[config.mk]
export PLATFORM = sky130hd
export DESIGN_NAME = pipe_hazard_ctrl
export DESIGN_NICKNAME = d
export VERILOG_FILES = /design/src/rtl/rvx10_pipe_pkg.sv /design/src/rtl/pipe_perf_cnt.sv /design/src/rtl/pipe_hazard_ctrl.sv
export SDC_FILE = /design/constraint.sdc
export NUM_CORES = 1
export LEC_CHECK = 0
export ABC_AREA = 1
export CAP_MARGIN = 40
export CORE_UTILIZATION = 46
export CTS_CLUSTER_DIAMETER = 200
export DETAILED_ROUTE_END_ITERATION = 10
export PLACE_DENSITY = 0.9
export SLEW_MARGIN = 20
export SYNTH_ARGS = -nofsm -noshare
export SYNTH_HDL_FRONTEND = slang
export SYNTH_SLANG_ARGS = --single-unit
[constraint.sdc]
create_clock -name clk -period 2.4 [get_ports clk]
set_input_delay 0.72 -clock clk [delete_from_list [all_inputs] [get_ports clk]]
set_output_delay 0.72 -clock clk [all_outputs]
set_load 0.01 [all_outputs]
[src/rtl/rvx10_pipe_pkg.sv]
// Shared types and constants for the RV32/RVX10 pipeline hazard controller.
// Holds the hazard FSM state encoding and the default multi-cycle timeout.
// No logic; imported by pipe_hazard_ctrl and pipe_perf_cnt.
package rvx10_pipe_pkg;

  typedef enum logic [1:0] {
    RUN      = 2'd0,
    LD_STALL = 2'd1,
    MC_BUSY  = 2'd2
  } hz_state_t;

  // Default cycle budget for a multi-cycle RVX10 op before it is abandoned.
  localparam int unsigned MC_TIMEOUT_DEF = 64;

  // Timeout counter width; covers the full MC_TIMEOUT range of 2..255.
  localparam int unsigned TO_CNT_W = 8;

endpackage

[src/rtl/pipe_perf_cnt.sv]
// Saturating event counter for hazard-controller performance monitoring.
// Count updates one cycle after inc is sampled; sticks at all-ones.
// No backpressure; synchronous active-high reset clears to zero.
module pipe_perf_cnt
  import rvx10_pipe_pkg::*;
#(
  parameter int unsigned W = 32
) (
  input  logic         clk,
  input  logic         reset,
  input  logic         inc,
  output logic [W-1:0] cnt
);

  logic [W-1:0] cnt_q;
  logic [W-1:0] cnt_d;

  // Next count: advance on inc unless already saturated.
  always_comb begin
    cnt_d = cnt_q;
    if (inc && (cnt_q != '1)) begin
      cnt_d = cnt_q + W'(1);
    end
  end

  // Count register with synchronous reset.
  always_ff @(posedge clk) begin
    if (reset) begin
      cnt_q <= '0;
    end else begin
      cnt_q <= cnt_d;
    end
  end

  assign cnt = cnt_q;

endmodule

[src/rtl/pipe_hazard_ctrl.sv]
// Stall/flush sequencer for the 5-stage RV32 pipeline: load-use, taken branch, RVX10 multi-cycle hold.
// Stall/flush outputs are combinational (zero latency); State and McErr are registered.
// Optional PERF_CNT_EN macro adds StallCnt/FlushCnt/McCycCnt saturating counters.
module pipe_hazard_ctrl
  import rvx10_pipe_pkg::*;
#(
  parameter int unsigned MC_TIMEOUT = MC_TIMEOUT_DEF,
  parameter int unsigned CNT_W      = 32
) (
  input  logic             clk,
  input  logic             reset,
  input  logic [4:0]       Rs1D,
  input  logic [4:0]       Rs2D,
  input  logic [4:0]       RdE,
  input  logic             ResultSrcE0,
  input  logic             ValidE,
  input  logic             PCSrcE,
  input  logic             McStartE,
  input  logic             McDone,
  output logic             StallF,
  output logic             StallD,
  output logic             FlushD,
  output logic             FlushE,
  output logic             StallE,
  output logic             McErr,
  output logic [1:0]       State
`ifdef PERF_CNT_EN
  ,
  output logic [CNT_W-1:0] StallCnt,
  output logic [CNT_W-1:0] FlushCnt,
  output logic [CNT_W-1:0] McCycCnt
`endif
);

  localparam logic [TO_CNT_W-1:0] TO_LAST = TO_CNT_W'(MC_TIMEOUT - 1);

  hz_state_t           state_q, state_d;
  logic [TO_CNT_W-1:0] to_cnt_q, to_cnt_d;
  logic                mc_err_q, mc_err_d;
  logic                load_use;
  logic                stall_f, stall_d, flush_d, flush_e, stall_e;

  // A load in EX whose destination (never x0) feeds a source of the ID instruction.
  assign load_use = ValidE & ResultSrcE0 & (RdE != 5'd0) &
                    ((RdE == Rs1D) | (RdE == Rs2D));

  // Hazard decode and next-state: branch beats multi-cycle start beats load-use.
  always_comb begin
    state_d  = state_q;
    to_cnt_d = to_cnt_q;
    mc_err_d = mc_err_q;
    stall_f  = 1'b0;
    stall_d  = 1'b0;
    flush_d  = 1'b0;
    flush_e  = 1'b0;
    stall_e  = 1'b0;
    case (state_q)
      MC_BUSY: begin
        // EX owns the multi-cycle op; branches resolved there are not real yet.
        if (McDone) begin
          state_d  = RUN;
          to_cnt_d = '0;
        end else begin
          stall_f = 1'b1;
          stall_d = 1'b1;
          stall_e = 1'b1;
          if (to_cnt_q == TO_LAST) begin
            mc_err_d = 1'b1;
            state_d  = RUN;
            to_cnt_d = '0;
          end else begin
            to_cnt_d = to_cnt_q + TO_CNT_W'(1);
          end
        end
      end
      default: begin
        // RUN and LD_STALL share rules; after a load-use bubble EX is normally idle.
        state_d  = RUN;
        to_cnt_d = '0;
        if (ValidE && PCSrcE) begin
          flush_d = 1'b1;
          flush_e = 1'b1;
        end else if (ValidE && McStartE) begin
          if (!McDone) begin
            stall_f = 1'b1;
            stall_d = 1'b1;
            stall_e = 1'b1;
            state_d = MC_BUSY;
          end
        end else if (load_use) begin
          stall_f = 1'b1;
          stall_d = 1'b1;
          flush_e = 1'b1;
          state_d = LD_STALL;
        end
      end
    endcase
  end

  // Outputs are silenced while reset is held so nothing stalls during reset.
  assign StallF = stall_f & ~reset;
  assign StallD = stall_d & ~reset;
  assign FlushD = flush_d & ~reset;
  assign FlushE = flush_e & ~reset;
  assign StallE = stall_e & ~reset;
  assign McErr  = mc_err_q;
  assign State  = state_q;

  // FSM, timeout counter and sticky error flag.
  always_ff @(posedge clk) begin
    if (reset) begin
      state_q  <= RUN;
      to_cnt_q <= '0;
      mc_err_q <= 1'b0;
    end else begin
      state_q  <= state_d;
      to_cnt_q <= to_cnt_d;
      mc_err_q <= mc_err_d;
    end
  end

`ifdef PERF_CNT_EN
  pipe_perf_cnt #(.W(CNT_W)) u_stall_cnt (
    .clk   (clk),
    .reset (reset),
    .inc   (StallF),
    .cnt   (StallCnt)
  );

  pipe_perf_cnt #(.W(CNT_W)) u_flush_cnt (
    .clk   (clk),
    .reset (reset),
    .inc   (FlushE),
    .cnt   (FlushCnt)
  );

  pipe_perf_cnt #(.W(CNT_W)) u_mc_cyc_cnt (
    .clk   (clk),
    .reset (reset),
    .inc   (state_q == MC_BUSY),
    .cnt   (McCycCnt)
  );
`else
  // Keeps CNT_W referenced in the counter-less build.
  logic [CNT_W-1:0] unused_cnt_w;
  assign unused_cnt_w = '0;
`endif

endmodule
==> results.tsv <==
metric	value	unit
max_slew headroom	82.0	%
Filler cells	123	
Reg area	220	um^2
overflow left after global routing	0	
Comb pwr share	22.3	%
number of flops mapped to enable cells by yosys	0	
highest clock rate	428	MHz
R2R setup slack	1.04	ns
post-layout minimum cycle time	2.34	ns
Layout Area Growth over Synthesis	49.4	%
layout cells sized above 1	41.7	%
initial antenna violation count	0	
Max-Cap Viols	0	
Internal Power	0.000293	W
Distinct cells, synth	24	
final cell count without fillers	179	
Synth warnings	0	
Netlist Area Pre-Place	776	um^2
RSZ-0062 raised after global routing	no	
LEAKAGE	0.629	nW
number of global-route vias before repair	915	
power density over the cells	349	nW/um^2
worst slew pin tran	0.270	ns
critical path's largest stage delay	0.24	ns
VDD IR-drop max	0.349	mV
Total Neg Setup Slack	0	ns
Final HPWL DP	1.64	mm
Post-Place Cells	172	
Seq/Total Area, Yosys	28.4	%
routability-driven placement congestion ratio	0.845	
fin crit share	97.3	%
CTS Buf Count	3	
final wirelength	2.09	mm
Root Buffer	clkbuf_4	
Reg clk slew, reported paths	0.08	ns
Syn Inst Count	118	
switching component of the power	0.000111	W
total number of vias	915	
ys async rst share	0	%
CTS H-tree lvls	1	
clk_lat worst skew	0.27	ns
Final Skew	0.00699	ns
Final ANT Viol Nets	0	
DRC Markers	0	
total track usage	25.0	%
Setup CP Type	in -> out	
io pins	30	
Fin. Hold Viols	0	
fin area	1160	um^2
Flop pwr share	45.5	%
Ant. Diodes	0	
run status	finished, final reports clean	
CTS tree	built	
switching share of total power	27.5	%
Clock Power Share	32.2	%
Die Wd	43.1	um
Crit-path slowest cell	dlygate4sd2_1	
CP cell instances	dlygate4sd2_1 > xnor2_1 > nand3_1 > nand2_2 > nand3_2 > nand2_2 > buf_6	
CP required	1.68	ns
first-pass GRT wire length	3.56	mm
crit path DAT	1.62	ns
Crit path top cell by count	nand2_2	
WL per Instance	11.7	um
total power	0.000404	W
starting DRC count in detailed routing	21	
core area	1540	um^2
Post-CTS Hold Fix Bufs	0	
type of origin of the critical path	input pin	
Die H	43.1	um
CP Capture Type	output port	
Avg Inst Size Synth	6.57	um^2
Max clock buf depth	2	
initial core utilization	50.3	%
Main synth FF type	dfxtp_1	
Final setup viols	0	
Syn Nets	141	
Nets	187	
first-pass iteration count of the detailed router	4	
vias per cell	5.11	
Port Buffers	29	
placed standard-cell area	1150	um^2
area of the multi-input gates	487	um^2
CTS sink count	11	
Die ar.	1850	um^2
Slew Viols, Final	0	
#FFs+latches synth	11	
Max FO, Critical Path	2	
Site Rows	14	
largest net degree at the start of global routing	9	
Hold WC Path Type	reg -> reg	
-- final cells by class --
class                           instances  share of cell area [%]
Clock buffer                            4                    2.27
Inverter                               27                    8.75
Multi-Input combinational cell         79                    42.0
Sequential cell                        11                    19.0
Tap cell                               16                    1.73
Timing Repair Buffer                   42                    26.2
-- final timing paths --
kind,startpoint,end,cells after the start
max reg2reg,to_cnt_q[0],State[1],8
min,to_cnt_q[7],to_cnt_q[7],2
max,Rs2D[4],StallF,7
min reg2reg,to_cnt_q[7],to_cnt_q[7],2
-- layer usage --
layer  up-vias  wire [um]  track usage [%]
met5         -          0                0
met4         0         15             6.67
met3         2        105             5.96
met2        35       1130             46.7
met1       428        841             28.0
li1        450          -                -
-- worst max-delay path: cells and delay by family --
family	cells	cell delay (ns)
xor+xnor	1	0.15
simple gates	4	0.40
buf+inv	2	0.34
-- per-stage QoR --
step	hold WS [ns]	setup slack (ns)	utilization, %
5_1_grt	0.485	0.00105	75.2
6_report	0.466	0.0646	75.2
3_5_place_dp	0.449	-0.719	74.8
3_3_place_gp	0.449	-0.686	74.8
4_1_cts	0.467	0.00440	76.4
2_1_floorplan	0.438	0.0688	-
-- kinds of logic (layout without fill, tap and decap cells) --
| kind of cell | Yosys count | count (layout) | share of synthesized area (%) |
|---|---|---|---|
| simple gates | 68 | 68 | 46.6 |
| buf+inv | 28 | 73 | 14.0 |
| flops | 11 | 11 | 28.4 |
| compound gates | 7 | 7 | 5.97 |
| xor+xnor | 3 | 3 | 3.39 |
| fa+ha+maj | 1 | 1 | 1.61 |
-- power groups by stage --
stage	Combinational, W	Sequential, W	Clock, W
after global placement	0.0000925	0.000188	0
after global routing	0.000100	0.000184	0.000141
after floorplan	0.0000332	0.000188	0
final	0.0000901	0.000184	0.000130
after CTS	0.0000875	0.000184	0.000128
after detailed placement	0.0000964	0.000188	0
-- repair_timing --
action                     4_1_cts  5_1_grt
resized for setup               61       32
setup buffers                    3        1
setup endpoints to repair        5        5
pin swaps                       18       17
-- placed cells by master, fill, tap and decap left out --
cell	netlist	layout
a21oi_1	1	1
a21oi_2	2	2
buf_2	0	7
buf_4	1	13
buf_6	0	2
clkbuf_1	0	1
clkbuf_2	0	9
clkbuf_4	0	3
clkdlybuf4s15_1	0	3
clkdlybuf4s50_1	0	3
clkinv_1	1	1
dfxtp_1	11	11
dlygate4sd2_1	0	5
ha_1	1	1
inv_1	19	17
inv_2	7	9
nand2_1	33	30
nand2_2	0	3
nand2_4	1	1
nand2_8	1	1
nand3_1	9	7
nand3_2	0	2
nand4_1	4	4
nand4_4	1	1
nor2_1	12	6
nor2_2	3	9
nor2_8	1	1
nor3_1	1	1
nor3_2	1	1
nor3_4	1	1
o21ai_1	1	1
o21ai_2	1	3
xnor2_1	3	3
-- Yosys cell counts, drive strengths merged (3+ instances only) --
cell type | instances | area (um^2)
nand2 | 35 | 155
a21oi | 3 | 22.5
nor2 | 16 | 83.8
xnor2 | 3 | 26.3
o21ai | 4 | 23.8
dfxtp | 11 | 220
nand3 | 9 | 45.0
nor3 | 3 | 31.3
nand4 | 5 | 46.3
inv | 26 | 97.6
-- state kept, by name (all words and copies together) (netlist names) --
register	count
to_cnt_q	8
McErr	1
State	2
(Power assumes the default switching activity.)
